===== config.mk =====
export PLATFORM = sky130hd
export DESIGN_NAME = sample_scheduler_flat
export DESIGN_NICKNAME = d
export VERILOG_FILES = /design/src/rtl/sample_scheduler_if.sv /design/src/rtl/sample_scheduler.sv /design/src/flat_wrapper.sv
export SDC_FILE = /design/constraint.sdc
export NUM_CORES = 2
export LEC_CHECK = 0
export CAP_MARGIN = 20
export CORE_AREA = 5 5 338 340
export DETAILED_ROUTE_END_ITERATION = 12
export DIE_AREA = 0 0 343 345
export GPL_ROUTABILITY_DRIVEN = 0
export PLACE_DENSITY = 0.56
export SYNTH_ARGS = -nofsm -noshare
export SYNTH_HDL_FRONTEND = slang
export SYNTH_SLANG_ARGS = --single-unit

===== constraint.sdc =====
create_clock -name clk -period 6.8 [get_ports clk]
set_input_delay 0.68 -clock clk [delete_from_list [all_inputs] [get_ports clk]]
set_output_delay 0.68 -clock clk [all_outputs]
set_load 0.02 [all_outputs]

===== src/rtl/sample_scheduler_if.sv =====
// Triangle-in / sample-group-out bus between upstream setup, the sample scheduler and sampletest.
interface sample_scheduler_if #(
  parameter int SIGFIG = 24,
  parameter int VERTS  = 3,
  parameter int AXIS   = 3,
  parameter int COLORS = 3,
  parameter int SAMPS  = 4
);
  logic                                   tri_valid;
  logic                                   tri_ready;
  logic [VERTS-1:0][AXIS-1:0][SIGFIG-1:0] tri_in;
  logic [COLORS-1:0][SIGFIG-1:0]          color_in;
  logic [1:0][1:0][SIGFIG-1:0]            bbox_in;
  logic [3:0]                             subsample;
  logic                                   ds_halt;
  logic [VERTS-1:0][AXIS-1:0][SIGFIG-1:0] tri_out;
  logic [COLORS-1:0][SIGFIG-1:0]          color_out;
  logic [1:0][SAMPS-1:0][SIGFIG-1:0]      sample_out;
  logic [SAMPS-1:0]                       validSamp;

  modport slave (
    input  tri_valid, tri_in, color_in, bbox_in, subsample, ds_halt,
    output tri_ready, tri_out, color_out, sample_out, validSamp
  );

  modport master (
    output tri_valid, tri_in, color_in, bbox_in, subsample, ds_halt,
    input  tri_ready, tri_out, color_out, sample_out, validSamp
  );
endinterface


===== src/rtl/sample_scheduler.sv =====
// Raster-order sample iterator: walks a triangle's bounding box emitting SAMPS adjacent samples per cycle.
// Latency 1 cycle from accept to first group; ds_halt freezes iteration and outputs, capture still allowed.
module sample_scheduler #(
  parameter int SIGFIG = 24,
  parameter int RADIX  = 10,
  parameter int VERTS  = 3,
  parameter int AXIS   = 3,
  parameter int COLORS = 3,
  parameter int SAMPS  = 4
) (
  input logic               clk,
  input logic               rst,
  sample_scheduler_if.slave bus
);
  localparam int W = SIGFIG + 1;

  typedef enum logic {S_WAIT, S_ITER} state_t;
  state_t state, state_nxt;

  logic signed [W-1:0] cur_x, cur_y, ll_x, ur_x, ur_y, step_q;
  logic signed [W-1:0] in_llx, in_lly, in_urx, in_ury, step_in;
  logic signed [W-1:0] nx_x, nx_y;
  logic signed [W-1:0] lane_x [SAMPS];
  logic                accept, box_empty, advance, wrap, last_grp, ready_c;

  logic [VERTS-1:0][AXIS-1:0][SIGFIG-1:0] tri_q, tri_o;
  logic [COLORS-1:0][SIGFIG-1:0]          color_q, color_o;
  logic [1:0][SAMPS-1:0][SIGFIG-1:0]      sample_o;
  logic [SAMPS-1:0]                       vsamp_o;

  // Coordinates carry one extra bit so a box touching +max never wraps.
  assign in_llx = {bus.bbox_in[0][0][SIGFIG-1], bus.bbox_in[0][0]};
  assign in_lly = {bus.bbox_in[0][1][SIGFIG-1], bus.bbox_in[0][1]};
  assign in_urx = {bus.bbox_in[1][0][SIGFIG-1], bus.bbox_in[1][0]};
  assign in_ury = {bus.bbox_in[1][1][SIGFIG-1], bus.bbox_in[1][1]};

  always_comb begin
    case (bus.subsample)
      4'b0100: step_in = W'(1) << (RADIX - 1);
      4'b0010: step_in = W'(1) << (RADIX - 2);
      4'b0001: step_in = W'(1) << (RADIX - 3);
      default: step_in = W'(1) << RADIX;
    endcase
  end

  assign box_empty = (in_urx < in_llx) || (in_ury < in_lly);
  assign accept    = bus.tri_valid && ready_c;
  assign nx_x      = cur_x + (step_q <<< $clog2(SAMPS));
  assign nx_y      = cur_y + step_q;
  assign wrap      = nx_x > ur_x;
  assign last_grp  = wrap && (nx_y > ur_y);

  always_comb begin
    lane_x[0] = cur_x;
    for (int i = 1; i < SAMPS; i++) lane_x[i] = lane_x[i-1] + step_q;
  end

  always_ff @(posedge clk or negedge rst) begin
    if (!rst) state <= S_WAIT;
    else      state <= state_nxt;
  end

  always_comb begin
    state_nxt = state;
    case (state)
      S_WAIT: if (accept && !box_empty) state_nxt = S_ITER;
      S_ITER: if (!bus.ds_halt && last_grp) state_nxt = S_WAIT;
      default: state_nxt = S_WAIT;
    endcase
  end

  always_comb begin
    ready_c = (state == S_WAIT);
    advance = (state == S_ITER) && !bus.ds_halt;
  end

  always_ff @(posedge clk or negedge rst) begin
    if (!rst) begin
      cur_x   <= '0;
      cur_y   <= '0;
      ll_x    <= '0;
      ur_x    <= '0;
      ur_y    <= '0;
      step_q  <= '0;
      tri_q   <= '0;
      color_q <= '0;
    end else if (accept) begin
      cur_x   <= in_llx;
      cur_y   <= in_lly;
      ll_x    <= in_llx;
      ur_x    <= in_urx;
      ur_y    <= in_ury;
      step_q  <= step_in;
      tri_q   <= bus.tri_in;
      color_q <= bus.color_in;
    end else if (advance) begin
      if (wrap) begin
        cur_x <= ll_x;
        cur_y <= nx_y;
      end else begin
        cur_x <= nx_x;
      end
    end
  end

  // Lanes past ur.x are still driven with their location but flagged invalid.
  always_ff @(posedge clk or negedge rst) begin
    if (!rst) begin
      tri_o    <= '0;
      color_o  <= '0;
      sample_o <= '0;
      vsamp_o  <= '0;
    end else if (advance) begin
      tri_o   <= tri_q;
      color_o <= color_q;
      for (int i = 0; i < SAMPS; i++) begin
        sample_o[0][i] <= lane_x[i][SIGFIG-1:0];
        sample_o[1][i] <= cur_y[SIGFIG-1:0];
        vsamp_o[i]     <= (lane_x[i] <= ur_x);
      end
    end else if (state == S_WAIT && !bus.ds_halt) begin
      vsamp_o <= '0;
    end
  end

  assign bus.tri_ready  = ready_c;
  assign bus.tri_out    = tri_o;
  assign bus.color_out  = color_o;
  assign bus.sample_out = sample_o;
  assign bus.validSamp  = vsamp_o;
endmodule


===== src/flat_wrapper.sv =====
// flat-port wrapper written by rule: the top's interface ports become plain ports
module sample_scheduler_flat 
#(
  parameter int SIGFIG = 24,
  parameter int RADIX  = 10,
  parameter int VERTS  = 3,
  parameter int AXIS   = 3,
  parameter int COLORS = 3,
  parameter int SAMPS  = 4
)
  (clk, rst, bus_tri_valid, bus_tri_in, bus_color_in, bus_bbox_in, bus_subsample, bus_ds_halt, bus_tri_ready, bus_tri_out, bus_color_out, bus_sample_out, bus_validSamp);
  sample_scheduler_if #(.SIGFIG(SIGFIG), .VERTS(VERTS), .AXIS(AXIS), .COLORS(COLORS), .SAMPS(SAMPS)) bus_i ();
  input logic clk;
  input logic rst;
  input wire logic [$bits(bus_i.tri_valid)-1:0] bus_tri_valid;
  input wire logic [$bits(bus_i.tri_in)-1:0] bus_tri_in;
  input wire logic [$bits(bus_i.color_in)-1:0] bus_color_in;
  input wire logic [$bits(bus_i.bbox_in)-1:0] bus_bbox_in;
  input wire logic [$bits(bus_i.subsample)-1:0] bus_subsample;
  input wire logic [$bits(bus_i.ds_halt)-1:0] bus_ds_halt;
  output wire logic [$bits(bus_i.tri_ready)-1:0] bus_tri_ready;
  output wire logic [$bits(bus_i.tri_out)-1:0] bus_tri_out;
  output wire logic [$bits(bus_i.color_out)-1:0] bus_color_out;
  output wire logic [$bits(bus_i.sample_out)-1:0] bus_sample_out;
  output wire logic [$bits(bus_i.validSamp)-1:0] bus_validSamp;
  assign bus_i.tri_valid = bus_tri_valid;
  assign bus_i.tri_in = bus_tri_in;
  assign bus_i.color_in = bus_color_in;
  assign bus_i.bbox_in = bus_bbox_in;
  assign bus_i.subsample = bus_subsample;
  assign bus_i.ds_halt = bus_ds_halt;
  assign bus_tri_ready = bus_i.tri_ready;
  assign bus_tri_out = bus_i.tri_out;
  assign bus_color_out = bus_i.color_out;
  assign bus_sample_out = bus_i.sample_out;
  assign bus_validSamp = bus_i.validSamp;
  sample_scheduler #(.SIGFIG(SIGFIG), .RADIX(RADIX), .VERTS(VERTS), .AXIS(AXIS), .COLORS(COLORS), .SAMPS(SAMPS)) u_core (.clk(clk), .rst(rst), .bus(bus_i));
endmodule

Word level (Yosys, flattened, before mapping). Index checks and enable logic that the tools add are counted. Widths: inputs -> output; s select.

Bits in registers: 848. Word-level logic and storage cells: 79.

Add/sub/neg operators: 5. Order comparisons: 8. Eq/ne operators: 3. Muxes and demuxes: 12. Bitwise logic cells: 1. Reduce and logical (&&, ||, !) cells: 13.

Operators with widths (number): $mux 25 (6); $add 25x25->25 (5); $le 25x24->1 (4); $gt 25x24->1 (2); $lt 24x24->1 (2); $pmux 11 s3 (1); $mux 4 (2); $logic_and 1x1->1 (6); $reduce_bool 2->1 (3); $eq 4x1->1 const B (1); $eq 4x2->1 const B (1); $eq 4x3->1 const B (1); $logic_not 1->1 (2); $mux 1 (2); $pmux 1 s2 (1); $reduce_and 2->1 (1); $logic_or 1x1->1 (1); $not 1->1 (1).

Longest topological paths before layout.
Depth in word-level cells: 6. Depth in mapped cells: 25.

Least setup slack after synthesis. Ideal clock, no wire load.

Path kind: register -> register. From: register u_core.step_q[7]. To: register u_core.vsamp_o[3] (netlist: u_core.bus.validSamp[3]). Library setup time: 0.067 ns. Arrival: 4.499 ns. Data required time: 6.733 ns. Slack: 2.234 ns. Cell stages (with the launch flop): 23. Buffers on the path: 0. Clock period less this slack: 4.566 ns. Cells stage by stage: dfrtp_1 ha_1 fa_1 xor2_1 ha_1 nor2b_1 o21ai_0 or2b_1 xor2_1 o2111ai_1 nor3_1 nand2_1 xnor2_1 ha_1 a21oi_1 nor2b_1 o21ai_0 nand2b_1 a21oi_1 nor2b_1 o21ai_0 nand3_1 nand2_1.

RTL lines: start, declared (RTL line sample_scheduler.sv:20) `logic signed [W-1:0] cur_x, cur_y, ll_x, ur_x, ur_y, step_q;`; start signal, assigned (RTL line sample_scheduler.sv:93) `step_q <= step_in;`; end signal, assigned by index (RTL line sample_scheduler.sv:119) `vsamp_o[i] <= (lane_x[i] <= ur_x);`; end, declared (RTL line sample_scheduler.sv:29) `logic [SAMPS-1:0] vsamp_o;`.

==> reports/results.ini <==
[outcome]
outcome = finished, final reports clean

[finish]
syn_to_final_growth_pct = 33.6
layout-drive-gt1-share = 0.0411
nFillCells = 11000
nets = 5528

[worst_setup_path]
crit_fanout = 9
endpoint_kind = flop
criticalPathCategory = flop to flop
timing.rr.start = u_core.step_q[8]
cp.required_ns = 7.40
r2r-end = u_core.bus.validSamp[3]
crit_path_start_kind = flop
rr_worst_depth = 22
cp.arrival_ns = 6.32
ff2ff_setup_slack_ns = 1.08

[place]
hpwl_um = 96000
port_buffers = 876
preCtsSetupSlack_ns = 1.21

[floorplan]
placementRows = 123
die_w_um = 343
initial_utilization = 0.333
dieArea_mm2 = 0.118
core_mm2 = 0.111
die_y_um = 345
pin_count = 877

[power]
p_leak_uw = 0.0248
finalPower_uw = 25900
p_sw_frac = 0.424
pwr-share-clk = 0.187
seq_power_share = 0.334
p_per_area_mw_per_mm2 = 523
switchingPower_uw = 11000
ir_worst_vdd_uv = 248
p_int_uw = 14900
combinationalPowerShare = 0.479

[global_routing]
grtUsageTotal = 0.219
overflow = 0
antenna_found_initial = 31
grt_pass1_wl_um = 201000
grt_pass1_vias = 31200
grt_max_degree = 166

[clock_network]
cts_sinks = 805
cts_tree = built
htree_levels = 3
path_clk_slew_ns = 0.06
cts_root_buf = clkbuf_16
ctsHoldBuffers = 0
post_cts_buffers = 0
ctsResizeCount = 0
clk_latency_ns = 0.67
cts_buffer_depth = 3
cts_buffers = 92

[logic_synthesis]
yosysMostFrequentCell = nand2_1
ys_seq_area_frac = 0.543
synth_edf_count = 0
syn_nets = 4821
yosys-top-cells-area = dfrtp_1 54%, nand2_1 22%, ha_1 6.2%
synth.largest_area_cell = dfrtp_1
ys.flop_type = dfrtp_1
synthArstFlopShare = 1.00
synth_seq_cells = 805
syn_inst = 4239
ys_types = 79
ys_warn_count = 0
synth_top_cells_by_count = 2129 x nand2_1, 805 x dfrtp_1, 185 x ha_1, 171 x clkbuf_1, 145 x o21ai_0
synth_top_area_frac = 0.543
netlist_area_mm2 = 0.0371
syn_avg_cell_area_um2 = 8.75

[sta]
slew_headroom = 0.224
period_minus_slack_ns = 5.72
drv_slew = 0
rsz0062_at_grt = no
fmax_mhz = 175
setup_viol = 0
finalWorstSetupSlack_ns = 1.08
min_period_over_period = 0.841
hold_viol_final = 0
tns_ns = 0
worstMarginPinSlew_ns = 1.16
clock_skew_ns = 0.0184

[drt]
drcViolationCount = 0
vias = 30800
drtIter0Drc = 1994
dr.pass1.iters = 5
drtAntennaViolNets = 0
via_per_inst = 4.73
drt_wl_total_um = 133000
wire_per_inst_um = 20.4

[worst_hold_path]
min_path_type = primary input to async pin

[run]
max_cap_viol_count = 0

-- layer usage --
layer	vias up	routed length, µm	GRT usage
li1	14800	-	-
met4	30	3210	0.0563
met5	-	195	0
met3	197	10800	0.0663
met1	14800	54200	0.273
met2	965	64600	0.373
-- layout make-up --
| type | count | area (µm²) | area share |
|---|---|---|---|
| clock buffer | 131 | 2640 | 0.0533 |
| sequential | 805 | 20100 | 0.407 |
| antenna | 8 | 20.0 | 0.000404 |
| clock inverter | 28 | 260 | 0.00525 |
| multi-input combinational | 3011 | 15000 | 0.302 |
| inverter | 130 | 488 | 0.00985 |
| tap | 1500 | 1880 | 0.0379 |
| timing repair buffer | 906 | 9140 | 0.185 |
-- sequential cells by signal, summed over array words and instances (netlist names) --
register	flops
u_core.ur_x	24
u_core.cur_y	25
u_core.bus.color_out	72
u_core.ll_x	24
u_core.state	1
u_core.bus.tri_out	216
u_core.cur_x	25
u_core.color_q	72
u_core.step_q	4
u_core.tri_q	216
u_core.ur_y	24
u_core.bus.sample_out	98
u_core.bus.validSamp	4
-- power by group through the flow --
stage	combinational (µW)	clock (µW)	sequential, µW
finish	12400	4840	8670
global route	13600	5170	8980
CTS	12500	4990	8680
detailed placement	12500	0	8700
global placement	12300	0	8670
floorplan	6060	0	9660
-- stage by stage --
stage | area [µm²] | cells | util | hold slack [ns]
after floorplan | 37100 | 4239 | - | 0.384
after global placement | 46600 | 6351 | 0.419 | 0.442
after detailed placement | 46600 | 6352 | 0.419 | 0.450
after CTS | 49500 | 6511 | 0.445 | 0.0231
after global routing | 49500 | 6513 | 0.445 | 0.0550
final | 49600 | 6519 | 0.445 | 0.0380
-- cell families (layout without fill, tap and decap cells) --
| logic type | Yosys count | in the layout | synth area share |
|---|---|---|---|
| simple gates | 2369 | 2369 | 0.253 |
| flops | 805 | 805 | 0.543 |
| buf+inv | 423 | 1195 | 0.0538 |
| compound gates | 359 | 359 | 0.0620 |
| fa+ha+maj | 190 | 190 | 0.0651 |
| xor+xnor | 73 | 73 | 0.0172 |
| mux | 20 | 20 | 0.00567 |
| other cells | 0 | 8 | 0 |
-- placed cells by master (no fill, tap or decap), drive strengths merged, types with 6 or more instances in the layout --
master	count
nand4	40
clkbuf	131
clkinv	22
nand3	38
xor2	28
clkdlybuf4s50	875
nor2	51
o21ai	145
nor3	20
and2	6
dfrtp	805
a221o	7
diode	8
and3	7
nor4	11
xnor2	45
a211oi	6
nand2b	8
nand2	2129
a22oi	16
buf	31
o211ai	12
a21o	63
o221ai	7
or3	6
nor2b	22
a21oi	56
mux2i	15
inv	135
ha	185
-- how the worst max path moves through the flow --
| stage | from | end | cells past startpoint |
|---|---|---|---|
| global placement | u_core.step_q[8] | u_core.bus.validSamp[3] | 22 |
| floorplan | u_core.step_q[7] | u_core.bus.validSamp[3] | 22 |
| CTS | u_core.step_q[8] | u_core.bus.validSamp[3] | 22 |
| finish | u_core.step_q[8] | u_core.bus.validSamp[3] | 22 |
| global route | u_core.step_q[8] | u_core.bus.validSamp[3] | 22 |
| detailed placement | u_core.step_q[8] | u_core.bus.validSamp[3] | 22 |
-- critical path, stage by stage (launching register included) --
cell	delay (ns)
dfrtp_1	0.65
ha_1	0.34
a211oi_2	0.46
nor2_1	0.12
xor2_1	0.28
ha_1	0.36
o21ai_0	0.13
or2b_1	0.33
xor2_1	0.45
o2111ai_1	0.29
nor3_1	0.52
nand2_1	0.14
xnor2_1	0.26
ha_1	0.30
a21oi_1	0.15
nor2b_1	0.06
o21ai_0	0.14
nand2b_1	0.08
a21oi_1	0.15
nor2b_1	0.05
o21ai_0	0.20
nand3_1	0.12
nand2_1	0.07
(Power assumes the default switching activity.)
